===== src/rtl/pcpu_pkg.sv =====
// Shared definitions for the pipeline front end.
// Holds the immediate-format encodings used by both the IF/ID buffer and the
// immediate generator, the supported major opcodes, the canonical NOP and the
// layout of one buffered fetch entry.
package pcpu_pkg;

  // Immediate-format select consumed by the immediate generator.
  typedef enum logic [2:0] {
    IMM_R = 3'b000,
    IMM_I = 3'b001,
    IMM_S = 3'b010,
    IMM_B = 3'b011,
    IMM_U = 3'b100,
    IMM_J = 3'b101
  } imm_mode_e;

  // Supported major opcodes (instr[6:0]).
  localparam logic [6:0] OPC_OP     = 7'b0110011;
  localparam logic [6:0] OPC_OP_IMM = 7'b0010011;
  localparam logic [6:0] OPC_LOAD   = 7'b0000011;
  localparam logic [6:0] OPC_JALR   = 7'b1100111;
  localparam logic [6:0] OPC_SYSTEM = 7'b1110011;
  localparam logic [6:0] OPC_STORE  = 7'b0100011;
  localparam logic [6:0] OPC_BRANCH = 7'b1100011;
  localparam logic [6:0] OPC_LUI    = 7'b0110111;
  localparam logic [6:0] OPC_AUIPC  = 7'b0010111;
  localparam logic [6:0] OPC_JAL    = 7'b1101111;

  // addi x0, x0, 0 -- shown to decode whenever nothing is buffered.
  localparam logic [31:0] NOP_INSTR = 32'h0000_0013;

  // One buffered fetch beat. The decoded format and legality are captured at
  // enqueue time so the decode stage never re-derives them from instr.
  typedef struct packed {
    logic [31:0] pc;
    logic [31:0] instr;
    logic [2:0]  imm_mode;
    logic        illegal;
  } entry_t;

endpackage


===== src/rtl/imm_mode_decode.sv =====
// Combinational opcode classifier.
// Ports:
//   opcode   in  [6:0] major opcode of an instruction
//   imm_mode out [2:0] immediate-format select (IMM_R for unsupported opcodes)
//   illegal  out       opcode is outside the supported set
module imm_mode_decode
  import pcpu_pkg::*;
(
  input  logic [6:0] opcode,
  output logic [2:0] imm_mode,
  output logic       illegal
);

  always_comb begin
    // NOTE: defaulting every output before the case means no path leaves a
    // value unassigned, so no latch is inferred.
    imm_mode = IMM_R;
    illegal  = 1'b0;
    case (opcode)
      OPC_OP:                                      imm_mode = IMM_R;
      OPC_OP_IMM, OPC_LOAD, OPC_JALR, OPC_SYSTEM:  imm_mode = IMM_I;
      OPC_STORE:                                   imm_mode = IMM_S;
      OPC_BRANCH:                                  imm_mode = IMM_B;
      OPC_LUI, OPC_AUIPC:                          imm_mode = IMM_U;
      OPC_JAL:                                     imm_mode = IMM_J;
      default: begin
        imm_mode = IMM_R;
        illegal  = 1'b1;
      end
    endcase
  end

endmodule


===== src/rtl/if_id_buffer.sv =====
// Fetch-to-decode skid FIFO.
// Buffers up to DEPTH fetched instructions between IF and ID, classifying the
// immediate format of each at enqueue time. Output is always the head entry;
// when empty, a NOP with the empty-value payload is presented.
// Ports:
//   clk, rst                 clock, synchronous active-high reset
//   if_valid/if_pc/if_instr  fetch offer
//   if_ready                 space available (registered count only)
//   id_valid/id_pc/id_instr  head entry towards decode
//   id_imm_mode/id_illegal   stored classification of the head entry
//   id_ready                 decode consumes the head this cycle
//   flush                    drop everything buffered (redirect)
module if_id_buffer #(
  parameter int          DEPTH     = 2,
  parameter logic [31:0] NOP_INSTR = pcpu_pkg::NOP_INSTR
) (
  input  logic        clk,
  input  logic        rst,
  input  logic        if_valid,
  input  logic [31:0] if_pc,
  input  logic [31:0] if_instr,
  output logic        if_ready,
  output logic        id_valid,
  output logic [31:0] id_pc,
  output logic [31:0] id_instr,
  output logic [2:0]  id_imm_mode,
  output logic        id_illegal,
  input  logic        id_ready,
  input  logic        flush
);

  import pcpu_pkg::entry_t;
  import pcpu_pkg::IMM_I;

  localparam int PW = $clog2(DEPTH);
  localparam int CW = PW + 1;

  logic [CW-1:0] count_q, count_d;
  logic [PW-1:0] rd_ptr_q, rd_ptr_d;
  logic [PW-1:0] wr_ptr_q, wr_ptr_d;
  entry_t        mem_q [DEPTH];
  entry_t        mem_d [DEPTH];

  logic          enq, deq;
  logic [2:0]    dec_mode;
  logic          dec_illegal;
  entry_t        new_entry;
  entry_t        head;

  imm_mode_decode u_imm_mode_decode (
    .opcode   (if_instr[6:0]),
    .imm_mode (dec_mode),
    .illegal  (dec_illegal)
  );

  // Space check uses only registered state, so id_ready never reaches if_ready.
  assign if_ready = (count_q < CW'(DEPTH));
  assign id_valid = (count_q != '0);

  assign enq = if_valid && if_ready && !flush;
  assign deq = id_valid && id_ready && !flush;

  assign new_entry = '{pc: if_pc, instr: if_instr, imm_mode: dec_mode, illegal: dec_illegal};

  always_comb begin
    // NOTE: combinational next-state uses blocking '=' so later statements see
    // earlier updates; the flops below use '<=' so all state updates together.
    mem_d    = mem_q;
    count_d  = count_q;
    rd_ptr_d = rd_ptr_q;
    wr_ptr_d = wr_ptr_q;
    if (flush) begin
      count_d  = '0;
      rd_ptr_d = '0;
      wr_ptr_d = '0;
    end else begin
      if (enq) begin
        mem_d[wr_ptr_q] = new_entry;
        wr_ptr_d        = wr_ptr_q + PW'(1); // DEPTH is a power of two: wraps naturally
      end
      if (deq) begin
        rd_ptr_d = rd_ptr_q + PW'(1);
      end
      case ({enq, deq})
        2'b10:   count_d = count_q + CW'(1);
        2'b01:   count_d = count_q - CW'(1);
        default: count_d = count_q;           // idle or simultaneous push/pop
      endcase
    end
  end

  always_ff @(posedge clk) begin
    if (rst) begin
      count_q  <= '0;
      rd_ptr_q <= '0;
      wr_ptr_q <= '0;
    end else begin
      count_q  <= count_d;
      rd_ptr_q <= rd_ptr_d;
      wr_ptr_q <= wr_ptr_d;
    end
  end

  // NOTE: payload storage is deliberately not reset; count gates every read,
  // so stale contents are never visible and the array stays plain RAM/flops.
  always_ff @(posedge clk) begin
    mem_q <= mem_d;
  end

  assign head        = mem_q[rd_ptr_q];
  assign id_pc       = id_valid ? head.pc       : 32'h0;
  assign id_instr    = id_valid ? head.instr    : NOP_INSTR;
  assign id_imm_mode = id_valid ? head.imm_mode : IMM_I;
  assign id_illegal  = id_valid ? head.illegal  : 1'b0;

endmodule


===== config.mk =====
export PLATFORM = sky130hd
export DESIGN_NAME = if_id_buffer
export DESIGN_NICKNAME = d
export VERILOG_FILES = /design/src/rtl/pcpu_pkg.sv /design/src/rtl/imm_mode_decode.sv /design/src/rtl/if_id_buffer.sv
export SDC_FILE = /design/constraint.sdc
export NUM_CORES = 1
export LEC_CHECK = 0
export CORE_MARGIN = 2
export CORE_UTILIZATION = 49
export DETAILED_ROUTE_END_ITERATION = 10
export GPL_TIMING_DRIVEN = 0
export HOLD_SLACK_MARGIN = 0.12
export PLACE_DENSITY = 0.8
export SLEW_MARGIN = 20
export SYNTH_ARGS = -nofsm -noshare
export SYNTH_HDL_FRONTEND = slang
export SYNTH_SLANG_ARGS = --single-unit

===== constraint.sdc =====
create_clock -name clk -period 5.1 [get_ports clk]
set_input_delay 0.765 -clock clk [delete_from_list [all_inputs] [get_ports clk]]
set_output_delay 0.765 -clock clk [all_outputs]
set_load 0.03 [all_outputs]

Yosys cells after proc, flatten, opt, wreduce, memory -nomap -nowiden
Index checks and enable logic that the tools add are counted.

storage, ports and cells
  register bits = 140
  output and inout port bits = 70

operators by class
  add/subtract/negate cells = 4
  magnitude comparators = 4
  equality and inequality tests = 12
  mux-type cells = 13
  bitwise operators = 3
  reduce and logical (&&, ||, !) cells = 13

operator list
  kind                                                  count
  2-to-1 mux 68 bit                                     4
  bitwise mux 136 bit                                   1
  demux 68 bit (select 1 bit)                           1
  2-to-1 mux 32 bit                                     2
  equality test 7 bit (second input constant)           4
  equality test 7 x 6 -> 1 bit (second input constant)  3
  one-hot mux 3 bit (5 select lines)                    1
  equality test 7 x 5 -> 1 bit (second input constant)  2
  OR reduction 10 bit                                   1
  equality test 7 x 2 -> 1 bit (second input constant)  1
  logical AND 1 bit                                     5
  >= comparator 2 bit (second input constant)           2
  inverter 1 -> 2 bit                                   2
  one-hot mux 2 bit (2 select lines)                    1
  nonzero test 2 bit                                    2
  OR reduction 2 bit                                    2
  OR reduction 4 bit                                    1
  2-to-1 mux 3 bit                                      1
  adder 1 bit (second input constant)                   2
  adder 2 x 1 -> 2 bit (second input constant)          1
  equality test 2 x 1 -> 1 bit (second input constant)  1
  equality test 2 bit (second input constant)           1
  < comparator 2 x 1 -> 1 bit (second input constant)   1
  < comparator 2 bit (second input constant)            1
  other kinds (5)                                       6

Depth between registers and ports, before layout
Gate-level depths: netlist (run 1).

  depth in word-level cells = 6
  mapped depth = 6

Hierarchy
From an unflattened synthesis (run 1), not the netlist that was laid out.

unflattened totals
  cells, all modules = 328
  area total of the unflattened synthesis = 5411.4 µm²

by module, submodules not included
  module           instances  cells each  area an instance (µm²)  sequential area each (µm²)
  if_id_buffer     1          312         5303.8                  4164.0
  imm_mode_decode  1          16          107.6                   0.0

Least setup slack after synthesis (run 1)
No wires, ideal clock.

  kind = input to register
  start point = input flush
  end point = register mem_q[100] (netlist name), enable pin
  setup time = 494 ps
  data arrival time = 4013 ps
  path slack = 593 ps
  stages = 3
  cells stage by stage = nor3b_1 -> inv_1 -> nor2_1

on the way
  longest elaborated chain between the ends = 3
  elaborated cells between the ends (all ways) = 4
  those cells by class = bitwise: 1; reduce/logical: 3

RTL lines
  element                          line                 RTL
  start: declaration               if_id_buffer.sv:29   input logic flush
  zero test 1 bit                  if_id_buffer.sv:60   assign enq = if_valid && if_ready && !flush;
  logical AND 1 bit                if_id_buffer.sv:60
  AND reduction 2 bit (no line) *  --
  end signal: assignment           if_id_buffer.sv:107  mem_q <= mem_d;
  end: declaration                 if_id_buffer.sv:41   entry_t mem_q [DEPTH];

Every way passes the cells marked *; elsewhere a longest branch is shown, timed or not.
A chain may end at the register's enable or synchronous reset.

Worst setup path after layout (run 1)
  start point = register rd_ptr_q
  end point = output id_imm_mode[0]

on the way
  longest elaborated chain between the ends = 5

RTL lines
  element                                                line                 RTL
  start: declaration                                     if_id_buffer.sv:39   logic [PW-1:0] rd_ptr_q, rd_ptr_d;
  start signal: assignment                               if_id_buffer.sv:99   rd_ptr_q <= rd_ptr_d;
  inverter 1 -> 2 bit (implied by the code)              if_id_buffer.sv:110  assign head = mem_q[rd_ptr_q];
  2-to-1 mux 68 bit (implied by the code) (3 in series)  if_id_buffer.sv:110
  2-to-1 mux 3 bit                                       if_id_buffer.sv:113  assign id_imm_mode = id_valid ? head.imm_mode : IMM_I;
  end: declaration                                       if_id_buffer.sv:26   output logic [2:0] id_imm_mode,

No other way between the ends. The select of a mux whose other input is x is not followed.

==> results_dict.tcl, run 1 <==
set metrics [dict create \
    synth_compound_area_frac 0.00767 \
    cpLargestDelayFamily "buffers and inverters" \
    grt.overflow.total 0 \
    numPortBuffers 138 \
    antenna_found_initial 0 \
    hold_start "count_q[1]" \
    die_w_um 109 \
    drc 0 \
    synthAdderAreaFrac 0.00232 \
    max_cap_viol_count 0 \
    rr_startpoint "count_q[1]" \
    wl_per_cell_um 16.6 \
    fmax_mhz 311 \
    post_cts_buffers 0 \
    timing.final.ws_setup_ns 1.88 \
    finalSetupViolations 0 \
    grt_max_degree 36 \
    synth_top_flop_cell "edfxtp_1" \
    drt-pass1-iter-count 4 \
    core-area_mm2 0.0108 \
    post-route-util 0.710 \
    die_y_um 109 \
    max_stage_delay_ns 0.59 \
    synth-xor-area-share 0.00651 \
    rsz0062_at_grt "no" \
    finalPower_mw 2.76 \
    initial_core_util 0.499 \
    antenna_cells 0 \
    cp_num_buf_inv 4 \
    grt_pass1_wl_um 16100 \
    clk_pin_slew_ns 0.06 \
    arrival_ns 2.45 \
    synth_cell_types 24 \
    end_kind "output pin" \
    worst_hold_path_type "register to register" \
    yosys-top-cells-area "edfxtp_1, mux2i_1, nor2_1" \
    synth-seq-cells 140 \
    synth_edf_count 136 \
    netlist_top_cells_count "edfxtp_1, nor2_1, mux2i_1" \
    status "finished, final reports clean" \
    start_kind "register" \
    antenna_left 0 \
    drtIter0Drc 194 \
    cts_max_level 4 \
    cp_slowest_cell "clkdlybuf4s50_1" \
    cts_tree "yes" \
    yosys.cell_count.top_type "edfxtp_1" \
    fillers 712 \
    synth_top_area_share 0.759 \
    hpwlAfterDp_um 7300 \
    cts_resized 0 \
    yosys_warnings 0 \
    synthArstFlopShare 0 \
    worst_ir_drop_vdd_mv 0.247 \
    crit_path_start "rd_ptr_q" \
    syn-num-nets 396 \
    grt_usage 0.187 \
    worst_pin_slew_ns 0.518 \
    via_per_inst 5.02 \
    vias 3211 \
    power_density_mw_per_mm2 360 \
    critPathKind "register to output pin" \
    preCtsSetupSlack_ns 2.11 \
    wl_um 10600 \
    syn_inst 326 \
    relSlewSlack 0.655 \
    syn_area_mm2 0.00538 \
    required_ns 4.34 \
    finalHoldViolations 0 \
    p_leak_nw 2.47 \
    dieArea_mm2 0.0118 \
    area_growth_pct 42.4 \
    drive_above_1_share 0.102 \
    path_cells "buf_2 > buf_4 > buf_4 > mux2i_1 > nand2_1 > clkdlybuf4s50_1" \
    yosysSeqAreaShare 0.773 \
    period_needed_ns 3.22 \
    fin_skew_ns 0.00418 \
    clk_latency_ns 0.51 \
    clockRootBuffer "clkbuf_8" \
    numCtsBuffers 17 \
    io_pins 139 \
    nets 557 \
    cts_sinks 140 \
    synth-simple-area-share 0.0669 \
    cp_max_fo 10 \
    synth_largest_area_cell "edfxtp_1" \
    postCtsHoldBufs 0 \
    synthMuxAreaShare 0.126 \
    cpMostUsedCell "buf_4" \
    syn_area_per_cell_um2 16.5 \
    core.rowCount 38 \
    cts.path.max_buffers 2 \
    slew_viol_final 0 \
    first_global_vias 3245 \
    fin_crit_sh 0.631 \
    synth_top_family_by_area "multiplexers" \
    place.gp.congestion 0.751 \
]
==> worst register-to-register path, stage by stage (launching register included) <==
cell and delay [ns]:
dfxtp_1 0.36, nor3b_1 0.39, inv_1 0.16, nor2_4 0.42, buf_16 0.22, buf_16 0.18
==> final timing paths <==
check / end / slack (ns) / depth (start not counted)
max: id_imm_mode[0] / 1.88 / 6
min: count_q[1] / 0.59 / 2
max reg2reg: mem_q[109] / 3.07 / 5
min reg2reg: count_q[1] / 0.59 / 2
==> stage by stage <==
| step | cell area (µm²) | std cells | setup TNS, ns | hold WS [ns] |
|---|---|---|---|---|
| finish | 7660 | 640 | 0 | 0.592 |
| global route | 7660 | 640 | 0 | 0.623 |
| CTS | 7660 | 640 | 0 | 0.574 |
| detailed placement | 7050 | 608 | 0 | 0.560 |
| global placement | 6940 | 604 | -101.24 | 0.533 |
| floorplan | 5380 | 326 | 0 | 0.495 |
==> flip-flops by register name, summed over array words and instances (netlist names) <==
register and count:
rd_ptr_q 1, mem_q 136, count_q 2, wr_ptr_q 1
==> layout by cell type, fill, tap and decap left out, types with 2 or more instances in the layout <==
cell type / n
dfxtp_1: 4
o21ai_0: 2
nand3_1: 2
inv_1: 3
xnor2_1: 2
clkinv_4: 2
clkbuf_16: 16
xor2_1: 2
clkdlybuf4s50_1: 138
nor2_1: 68
nor3b_1: 3
buf_4: 2
buf_16: 3
clkinv_2: 2
bufinv_16: 4
nand2b_1: 2
mux2i_1: 68
buf_2: 12
a21oi_1: 2
nand2_1: 6
clkinvlp_4: 5
edfxtp_1: 136
nor3_1: 3
==> cell families after synthesis <==
kind of cell | Yosys count
flip-flops | 140
buffers and inverters | 18
multiplexers | 68
AO/OA/AOI/OAI | 7
adder cells (fa/ha/maj) | 1
XOR/XNOR | 4
AND/OR/NAND/NOR | 88
==> power breakdown <==
part	total, mW	switching [mW]	internal, mW
Sequential	1.30	0.00775	1.30
Clock	1.25	0.455	0.792
Combinational	0.205	0.104	0.102
==> routing by layer <==
metal / up-vias / part of all wire / track usage
met5: - / 0 / 0
met4: 0 / 0.026 / 0.0952
met3: 17 / 0.052 / 0.0586
met2: 111 / 0.51 / 0.307
met1: 1552 / 0.41 / 0.223
li1: 1531 / - / -
==> layout make-up <==
class / count / area, µm² / area share
inverters: 3 / 11.3 / 0.00147
well taps: 140 / 175 / 0.0229
flip-flops and latches: 140 / 4160 / 0.543
multi-input cells: 168 / 1140 / 0.149
clock inverters: 15 / 198 / 0.0258
plain buffers: 15 / 78.8 / 0.0103
clock buffers: 17 / 414 / 0.0540
repair buffers: 142 / 1480 / 0.194
(Power assumes the default switching activity.)
==> inputs of run 2 (changes only) <==
--- a/config.mk
+++ b/config.mk
@@ -6,11 +6,11 @@
 export NUM_CORES = 1
 export LEC_CHECK = 0
 export CORE_MARGIN = 2
-export CORE_UTILIZATION = 49
+export CORE_UTILIZATION = 44
 export DETAILED_ROUTE_END_ITERATION = 10
 export GPL_TIMING_DRIVEN = 0
 export HOLD_SLACK_MARGIN = 0.12
-export PLACE_DENSITY = 0.8
+export PLACE_DENSITY = 0.76
 export SLEW_MARGIN = 20
 export SYNTH_ARGS = -nofsm -noshare
 export SYNTH_HDL_FRONTEND = slang
==> constraint.sdc (replaced) <==
create_clock -name clk -period 2.8 [get_ports clk]
set_input_delay 0.42 -clock clk [delete_from_list [all_inputs] [get_ports clk]]
set_output_delay 0.42 -clock clk [all_outputs]
set_load 0.03 [all_outputs]
==> results_dict.tcl, run 2 (synthesis results as in run 1) <==
set metrics [dict create \
    status "finished, final reports clean" \
    final_cell_mix "edfxtp_1, clkdlybuf4s50_1, nor2_1, mux2i_1, clkbuf_16" \
    fmax_mhz 374 \
    wl_um 10600 \
    die_y_um 115 \
    area_growth_pct 41.8 \
    max_cap_viol_count 0 \
    power_density_mw_per_mm2 657 \
    cp_max_fo 10 \
    r2r_slack_ns 0.80 \
    relSlewSlack 0.577 \
    finalSetupViolations 0 \
    largest_registers "mem_q: 136 flops, count_q: 2 flops" \
    worst_ir_drop_vdd_mv 0.384 \
    numPortBuffers 138 \
    p_leak_nw 2.49 \
    via_per_inst 4.88 \
    grt.overflow.total 0 \
    clockRootBuffer "clkbuf_16" \
    dpl_cell_area_mm2 0.00702 \
    grt_usage 0.167 \
    drive_above_1_share 0.0922 \
    place.gp.congestion 0.714 \
    required_ns 2.38 \
    fin_cells 646 \
    finalHoldViolations 0 \
    drc 0 \
    fin_skew_ns 0.00583 \
    io_pins 139 \
    crit_path_start "rd_ptr_q" \
    numCtsBuffers 17 \
    die_w_um 115 \
    finalPower_mw 5.02 \
    final_common_cell "edfxtp_1" \
    period_needed_ns 2.67 \
    antenna_cells 0 \
    grt_pass1_wl_um 16400 \
    critPathCapture "id_instr[4]" \
    critPathKind "register to output pin" \
    stdcell_area_mm2 0.00763 \
    fin_crit_sh 0.954 \
    worstReg2RegEnd "mem_q[70]" \
    place_inst 614 \
    cts_max_level 4 \
    start_kind "register" \
    worst_hold_path_type "primary input to register" \
    cts_sinks 140 \
    largest_register_ffs 136 \
    rr_startpoint "count_q[1]" \
    grt_max_degree 41 \
    antenna_found_initial 0 \
    post-route-util 0.638 \
    drt-pass1-iter-count 4 \
    worst_pin_slew_ns 0.634 \
    largest_register "mem_q" \
    hpwlAfterDp_um 7260 \
    first_global_vias 3297 \
    drtIter0Drc 112 \
    cts.path.max_buffers 2 \
    initial_core_util 0.450 \
    clk_pin_slew_ns 0.06 \
    vias 3151 \
    fin_tns_setup_ns 0 \
    clk_latency_ns 0.40 \
    rsz0062_at_grt "no" \
    r2r_cells 4 \
    dieArea_mm2 0.0131 \
    nets 556 \
    cts_tree "yes" \
    slew_viol_final 0 \
    antenna_left 0 \
    wl_per_cell_um 16.5 \
    core-area_mm2 0.0120 \
    arrival_ns 2.25 \
    core.rowCount 40 \
    end_kind "output pin" \
]
-- run 2: cell count changes in the layout (fill, tap and decap cells not counted), moves of 2 or more --
cell             previous run  this run
dlymetal6s2s_1              0         4
clkinv_1                    1         4
buf_12                      1         3
buf_16                      3         0
clkdlybuf4s50_1           138       133
clkinvlp_4                  5         3
-- run 2: worst min-delay path by stage --
| stage | from | end | slack, ns | cells past startpoint |
|---|---|---|---|---|
| 2_1_floorplan | rst | count_q[1] | 0.49 | 1 |
| 3_3_place_gp | count_q[1] | count_q[1] | 0.53 | 2 |
| 3_5_place_dp | count_q[1] | count_q[1] | 0.57 | 2 |
| 4_1_cts | if_instr[20] | mem_q[24] | 0.58 | 1 |
| 5_1_grt | if_instr[22] | mem_q[94] | 0.58 | 1 |
| 6_report | if_pc[22] | mem_q[126] | 0.60 | 1 |
-- run 2: layout make-up --
class	instances	area, µm²
Buffer	15	78.8
Clock buffer	18	429
Clock inverter	14	176
Fill cell	897	4330
Inverter	3	11.3
Multi-Input combinational cell	168	1140
Sequential cell	140	4160
Tap cell	147	184
Timing Repair Buffer	141	1450
-- run 2: per-layer routing --
metal / track usage / routed length, µm
met5: 0 / 0
met4: 0.0610 / 95
met1: 0.203 / 4600
met2: 0.287 / 5420
met3: 0.0455 / 537
-- run 2: worst max-delay path: stages (launching register included) --
cell             delay, ns
dfxtp_1               0.30
buf_2                 0.17
buf_4                 0.24
buf_4                 0.25
mux2i_1               0.20
nand2_1               0.06
clkdlybuf4s50_1       0.62
-- run 2: where the power goes --
part	total, mW	leakage, nW	switching [mW]	internal (mW)
clock	2.28	0.286	0.801	1.47
sequential	2.38	1.28	0.0134	2.36
combinational	0.366	0.923	0.188	0.178
total	5.02	2.49	1.00	4.01
-- run 2: repair_timing --
item,CTS,global route
gates cloned,0,0
hold buffers,0,0
setup buffers,0,0
resized for setup,1,4
endpoints found under the setup margin,1,4
hold endpoints to repair,0,0
-- run 2: per-stage QoR --
step | hold slack [ns] | setup WS [ns]
after floorplan | 0.493 | 0.513
after global placement | 0.530 | -0.603
after detailed placement | 0.567 | 0.196
after CTS | 0.579 | 0.0113
after global routing | 0.576 | 0.00679
final | 0.596 | 0.129
